==> config.mk <==
export PLATFORM = sky130hd
export DESIGN_NAME = core_control_fsm_flat
export DESIGN_NICKNAME = d
export VERILOG_FILES = /design/src/rtl/core_control_fsm_pkg.sv /design/src/rtl/core_control_fsm_if.sv /design/src/rtl/mem_timeout_counter.sv /design/src/rtl/core_control_fsm.sv /design/src/flat_wrapper.sv
export SDC_FILE = /design/constraint.sdc
export NUM_CORES = 1
export LEC_CHECK = 0
export ABC_CLOCK_PERIOD_IN_PS = 2000
export CORE_MARGIN = 5
export CORE_UTILIZATION = 40
export CTS_CLUSTER_DIAMETER = 150
export CTS_CLUSTER_SIZE = 14
export DETAILED_ROUTE_END_ITERATION = 12
export GPL_ROUTABILITY_DRIVEN = 0
export GPL_TIMING_DRIVEN = 0
export PLACE_DENSITY = 0.79
export SETUP_SLACK_MARGIN = 0.5
export SLEW_MARGIN = 40
export SYNTH_ARGS = -nofsm -noshare
export SYNTH_HDL_FRONTEND = slang
export SYNTH_SLANG_ARGS = --single-unit
==> constraint.sdc <==
create_clock -name clk -period 2 [get_ports clk]
set_input_delay 0.6 -clock clk [delete_from_list [all_inputs] [get_ports clk]]
set_output_delay 0.6 -clock clk [all_outputs]
set_load 0.05 [all_outputs]
==> src/rtl/core_control_fsm_pkg.sv <==
// rtl/core_control_fsm_pkg.sv - state, decode-class and trap-cause encodings for the core sequencer
package core_control_fsm_pkg;

    typedef enum logic [2:0] {
        ST_IDLE   = 3'd0,
        ST_FETCH  = 3'd1,
        ST_DECODE = 3'd2,
        ST_EXEC   = 3'd3,
        ST_MEM    = 3'd4,
        ST_WB     = 3'd5,
        ST_TRAP   = 3'd7
    } state_t;

    typedef enum logic [2:0] {
        INSTR_R = 3'd0,
        INSTR_I = 3'd1,
        INSTR_S = 3'd2,
        INSTR_B = 3'd3,
        INSTR_U = 3'd4,
        INSTR_J = 3'd5,
        INSTR_N = 3'd7
    } instr_type_t;

    typedef enum logic [1:0] {
        CAUSE_NONE         = 2'd0,
        CAUSE_ILLEGAL      = 2'd1,
        CAUSE_IMEM_TIMEOUT = 2'd2,
        CAUSE_DMEM_TIMEOUT = 2'd3
    } trap_cause_t;

endpackage

==> src/rtl/core_control_fsm_if.sv <==
// rtl/core_control_fsm_if.sv - instruction/data memory request-ack handshakes
interface core_control_fsm_if;
    logic imem_req;
    logic imem_ack;
    logic dmem_rd;
    logic dmem_wr;
    logic dmem_ack;

    modport master (output imem_req, dmem_rd, dmem_wr, input imem_ack, dmem_ack);
    modport slave  (input imem_req, dmem_rd, dmem_wr, output imem_ack, dmem_ack);
endinterface

==> src/rtl/mem_timeout_counter.sv <==
// rtl/mem_timeout_counter.sv - wait-cycle counter shared by instruction fetch and data access
module mem_timeout_counter
    import core_control_fsm_pkg::*;
#(
    parameter int MEM_TIMEOUT = 16
) (
    input  logic clk,
    input  logic rst_n,
    input  logic clr,
    input  logic en,
    output logic expired
);
    localparam int CW = (MEM_TIMEOUT > 2) ? $clog2(MEM_TIMEOUT) : 1;

    logic [CW-1:0] count;

    // Saturates at the limit so a stalled owner never sees the count wrap.
    always_ff @(posedge clk or negedge rst_n) begin
        if (!rst_n) begin
            count <= '0;
        end else if (clr) begin
            count <= '0;
        end else if (en && !expired) begin
            count <= count + 1'b1;
        end
    end

    assign expired = (count == CW'(MEM_TIMEOUT - 1));
endmodule

==> src/rtl/core_control_fsm.sv <==
// rtl/core_control_fsm.sv - multi-cycle RV32I sequencer: fetch, decode, exec, mem, writeback, trap
module core_control_fsm
    import core_control_fsm_pkg::*;
#(
    parameter int MEM_TIMEOUT = 16
) (
    input  logic                       clk,
    input  logic                       rst_n,
    input  logic                       run,
    input  logic [2:0]                 instr_type,
    input  logic                       save_to_reg,
    input  logic                       rd_memory,
    input  logic                       wr_memory,
    input  logic                       is_branch,
    input  logic                       inc_pc,
    input  logic                       branch_taken,
    core_control_fsm_if.master         mem,
    output logic                       ir_load,
    output logic                       alu_en,
    output logic                       rf_we,
    output logic                       pc_we,
    output logic                       pc_sel,
    output logic                       instr_retired,
    output logic                       trap,
    output logic [1:0]                 trap_cause,
    output logic [2:0]                 state_o
);
    state_t      state, state_nxt;
    trap_cause_t cause_q, cause_nxt;
    logic        tmo_clr, tmo_en, tmo_expired;

    mem_timeout_counter #(.MEM_TIMEOUT(MEM_TIMEOUT)) u_tmo (
        .clk     (clk),
        .rst_n   (rst_n),
        .clr     (tmo_clr),
        .en      (tmo_en),
        .expired (tmo_expired)
    );

    always_ff @(posedge clk or negedge rst_n) begin
        if (!rst_n) begin
            state   <= ST_IDLE;
            cause_q <= CAUSE_NONE;
        end else begin
            state   <= state_nxt;
            cause_q <= cause_nxt;
        end
    end

    always_comb begin
        state_nxt     = state;
        cause_nxt     = cause_q;
        tmo_clr       = 1'b1;
        tmo_en        = 1'b0;
        mem.imem_req  = 1'b0;
        mem.dmem_rd   = 1'b0;
        mem.dmem_wr   = 1'b0;
        ir_load       = 1'b0;
        alu_en        = 1'b0;
        rf_we         = 1'b0;
        pc_we         = 1'b0;
        pc_sel        = 1'b0;
        instr_retired = 1'b0;

        case (state)
            ST_IDLE: begin
                if (run) state_nxt = ST_FETCH;
            end
            ST_FETCH: begin
                mem.imem_req = 1'b1;
                tmo_clr      = 1'b0;
                tmo_en       = !mem.imem_ack;
                // An ack landing on the limit cycle still completes the fetch.
                if (mem.imem_ack) begin
                    ir_load   = 1'b1;
                    state_nxt = ST_DECODE;
                end else if (tmo_expired) begin
                    state_nxt = ST_TRAP;
                    cause_nxt = CAUSE_IMEM_TIMEOUT;
                end
            end
            ST_DECODE: begin
                if (instr_type == INSTR_N) begin
                    state_nxt = ST_TRAP;
                    cause_nxt = CAUSE_ILLEGAL;
                end else begin
                    state_nxt = ST_EXEC;
                end
            end
            ST_EXEC: begin
                alu_en    = 1'b1;
                state_nxt = (rd_memory || wr_memory) ? ST_MEM : ST_WB;
            end
            ST_MEM: begin
                mem.dmem_rd = rd_memory;
                mem.dmem_wr = wr_memory;
                tmo_clr     = 1'b0;
                tmo_en      = !mem.dmem_ack;
                if (mem.dmem_ack) begin
                    state_nxt = ST_WB;
                end else if (tmo_expired) begin
                    state_nxt = ST_TRAP;
                    cause_nxt = CAUSE_DMEM_TIMEOUT;
                end
            end
            ST_WB: begin
                rf_we         = save_to_reg || rd_memory;
                pc_we         = 1'b1;
                pc_sel        = is_branch && (inc_pc || branch_taken);
                instr_retired = 1'b1;
                state_nxt     = run ? ST_FETCH : ST_IDLE;
            end
            ST_TRAP: begin
                state_nxt = ST_TRAP;
            end
            default: begin
                state_nxt = ST_IDLE;
            end
        endcase
    end

    assign trap       = (state == ST_TRAP);
    assign trap_cause = cause_q;
    assign state_o    = state;
endmodule

==> src/flat_wrapper.sv <==
// flat-port wrapper written by rule: the top's interface ports become plain ports
module core_control_fsm_flat import core_control_fsm_pkg::*;
#(
    parameter int MEM_TIMEOUT = 16
)
  (clk, rst_n, run, instr_type, save_to_reg, rd_memory, wr_memory, is_branch, inc_pc, branch_taken, ir_load, alu_en, rf_we, pc_we, pc_sel, instr_retired, trap, trap_cause, state_o, mem_imem_req, mem_dmem_rd, mem_dmem_wr, mem_imem_ack, mem_dmem_ack);
  core_control_fsm_if mem_i ();
  input  logic clk;
  input  logic rst_n;
  input  logic run;
  input  logic [2:0] instr_type;
  input  logic save_to_reg;
  input  logic rd_memory;
  input  logic wr_memory;
  input  logic is_branch;
  input  logic inc_pc;
  input  logic branch_taken;
  output logic ir_load;
  output logic alu_en;
  output logic rf_we;
  output logic pc_we;
  output logic pc_sel;
  output logic instr_retired;
  output logic trap;
  output logic [1:0] trap_cause;
  output logic [2:0] state_o;
  output wire logic [$bits(mem_i.imem_req)-1:0] mem_imem_req;
  output wire logic [$bits(mem_i.dmem_rd)-1:0] mem_dmem_rd;
  output wire logic [$bits(mem_i.dmem_wr)-1:0] mem_dmem_wr;
  input wire logic [$bits(mem_i.imem_ack)-1:0] mem_imem_ack;
  input wire logic [$bits(mem_i.dmem_ack)-1:0] mem_dmem_ack;
  assign mem_imem_req = mem_i.imem_req;
  assign mem_dmem_rd = mem_i.dmem_rd;
  assign mem_dmem_wr = mem_i.dmem_wr;
  assign mem_i.imem_ack = mem_imem_ack;
  assign mem_i.dmem_ack = mem_dmem_ack;
  core_control_fsm #(.MEM_TIMEOUT(MEM_TIMEOUT)) u_core (.clk(clk), .rst_n(rst_n), .run(run), .instr_type(instr_type), .save_to_reg(save_to_reg), .rd_memory(rd_memory), .wr_memory(wr_memory), .is_branch(is_branch), .inc_pc(inc_pc), .branch_taken(branch_taken), .mem(mem_i), .ir_load(ir_load), .alu_en(alu_en), .rf_we(rf_we), .pc_we(pc_we), .pc_sel(pc_sel), .instr_retired(instr_retired), .trap(trap), .trap_cause(trap_cause), .state_o(state_o));
endmodule
==> run summary <==
status - finished with violations
violated checks - negative setup slack
Antenna Diode Count - 0
sequential cell area - 233 um^2
DIE HEIGHT - 50.6 um
Post-route DRC - 0
Leak Pwr - 0.616 nW
CTS Root Buffer Type - clkbuf_4
Req. time, crit path - 1.40 ns
Hold Vio Cnt, Final - 0
Synth Area in Compound Gates - 0.176
fin nets - 135
setup TNS - -0.496 ns
max-cap viol count - 0
Main synth FF type - dfrtp_1
Post-Place Cells - 115
CP Class - reg -> out
Cell Count, Final, Fillers Out - 135
Clock Sink Count - 9
num rows - 14
Worst Path Max Fanout - 6
vias per std cell - 5.82
Mean Syn Cell Area - 9.30 um^2
DR iter-0 viols - 24
RR Startpoint - u_core.state_o[0]
Worst-Margin Slew - 0.442 ns
htree depth - 1
initial antenna violation count - 0
r2r setup slk - 0.42 ns
placed wire-length estimate - 1390 um
Pwr per Cell Area - 1550 mW/mm^2
syn nets - 86
Post-Synth XOR/XNOR Area - 0.0246
P&R area growth vs syn - 105%
CP endpoint - mem_imem_req
TritonCTS clock tree - yes
Post-Synth Adder-Cell Area - 0.0189
Setup violations, final - 8
Synth Area in Simple Gates - 0.316
final WL - 2530 um
Setup Skew - 0.00182 ns
Post-synth EDFFs - 0
worst min-delay path class - reg -> reg
DR WL/cell - 18.7 um
Max Fclk - 470 MHz
Synth async-reset ratio - 1.00
crit path DAT - 1.53 ns
Yosys warning total - 0
Post-Synthesis Cells - 71
Crit. End Element - output pin
hold buffer count at cts - 0
GRT Total Usage - 0.186
combinational family with the most area after synthesis - simple AND/OR/NAND/NOR gates
mapped cell area - 661 um^2
I/O Buffers - 28
register area share after synthesis - 0.341
IO Count - 29
r2r endpoint - u_core.trap_cause[0]
Yosys cell types - 38
worst skew pair latency - 0.27 ns
max-slew violations - 0
R2R cell count - 5
width of the chip - 50.6 um
die area - 0.00256 mm^2
final setup margin - -0.128 ns
TritonCTS Buffers - 3
Slew headroom - 0.704
global-route wire length before repair - 3660 um
vias in the first global route - 730
Clock transition at path regs - 0.06 ns
post-synthesis mux area share - 0.0777
gr ovfl total - 0
most frequent cells in the layout - buf_4 (15), buf_8 (13), clkdlybuf4s50_1 (7)
clock buffer depth - 2
ratio of cells with drive above 1 in the final layout - 0.597
TritonRoute pass-1 iters - 4
crit start category - register
CORE AREA - 0.00154 mm^2
vias - 786
area of the multi-input gates - 539 um^2
RSZ-0062 raised after global routing - yes
CP startpoint - u_core.state_o[2]
commonest non-fill, non-tap cell in the layout - buf_4
fill count - 68
register bit total from synthesis - 9
VDD IR max - 1.14 mV
largest net degree at the start of global routing - 11
DRT antenna net count - 0
minimum clock period - 2.13 ns
Tcrit/Tclk final - 1.06
Starting Density - 0.429
per-stage QoR:
step	setup WS, ns	utilization	instance area, um^2	hold WS (ns)	power [mW]
after floorplan	-0.0839	-	757	0.304	1.13
after global placement	-0.896	0.686	1060	0.485	1.43
after detailed placement	-0.872	0.686	1060	0.498	1.44
after CTS	-0.125	0.787	1210	0.507	1.80
after global routing	-0.189	0.879	1360	0.543	2.21
final	-0.128	0.879	1360	0.515	2.10
critical path, stage by stage (launching register included):
cell and delay [ns]:
dfrtp_4 0.50, buf_8 0.14, or3b_4 0.39, clkinvlp_4 0.09, buf_8 0.14
flip-flops by register name, summed over array words and instances, names as in the netlist:
| name | count |
|---|---|
| u_core.state_o | 3 |
| u_core.trap_cause | 2 |
| u_core.u_tmo.count | 4 |
report_power, final:
group	leakage [nW]	total, mW	internal (mW)	switching [mW]
clock	0.0177	0.144	0.0741	0.0696
sequential	0.114	0.322	0.249	0.0732
combinational	0.485	1.63	0.789	0.845
worst min-delay path by stage:
stage	from	to	slack, ns	cells past startpoint
after global routing	u_core.trap_cause[1]	u_core.trap_cause[1]	0.54	1
final	u_core.u_tmo.count[0]	u_core.u_tmo.count[0]	0.51	1
after detailed placement	u_core.u_tmo.count[0]	u_core.u_tmo.count[0]	0.50	1
after global placement	u_core.u_tmo.count[0]	u_core.u_tmo.count[0]	0.48	1
after floorplan	rst_n	u_core.state_o[0]	0.30	0
after CTS	u_core.u_tmo.count[0]	u_core.u_tmo.count[0]	0.51	1
cells in the mapped netlist, types with 3 or more instances:
library cell | count | area, um^2
clkbuf_1 | 4 | 15.0
nor2_1 | 4 | 15.0
nand3b_1 | 3 | 22.5
dfrtp_1 | 9 | 225
nor2b_1 | 3 | 18.8
nor3b_1 | 3 | 22.5
and2_1 | 3 | 18.8
mux2i_1 | 4 | 40.0
o21ai_0 | 3 | 15.0
cell families (layout without fill, tap and decap cells):
logic type               count (synthesis)  in the layout
buffers and inverters                    7             55
flip-flops                               9              9
adder cells (fa/ha/maj)                  1              1
AND/OR/NAND/NOR                         31             31
multiplexers                             5              5
AO/OA/AOI/OAI                           17             17
XOR/XNOR                                 1              1
layer usage:
metal	vias up	global-route usage	share of wire
met5	-	0	0
met4	0	0.0383	0.014
met3	6	0.0562	0.059
met2	27	0.329	0.55
met1	386	0.220	0.38
li1	367	-	-
cell type report:
class	count	share of cell area
Multi-Input combinational cell	55	0.398
Timing Repair Buffer	44	0.334
Sequential cell	9	0.172
Buffer	5	0.0499
Clock buffer	3	0.0166
Tap cell	16	0.0148
Inverter	2	0.0111
Clock inverter	1	0.00369
timing repair:
action | 4_1_cts | 5_1_grt
gates resized for setup | 116 | 32
endpoints found under the setup margin | 23 | 21
setup buffers | 8 | 8
pin swaps | 4 | 11
hold endpoints to repair | 0 | 0
(Power assumes the default switching activity.)
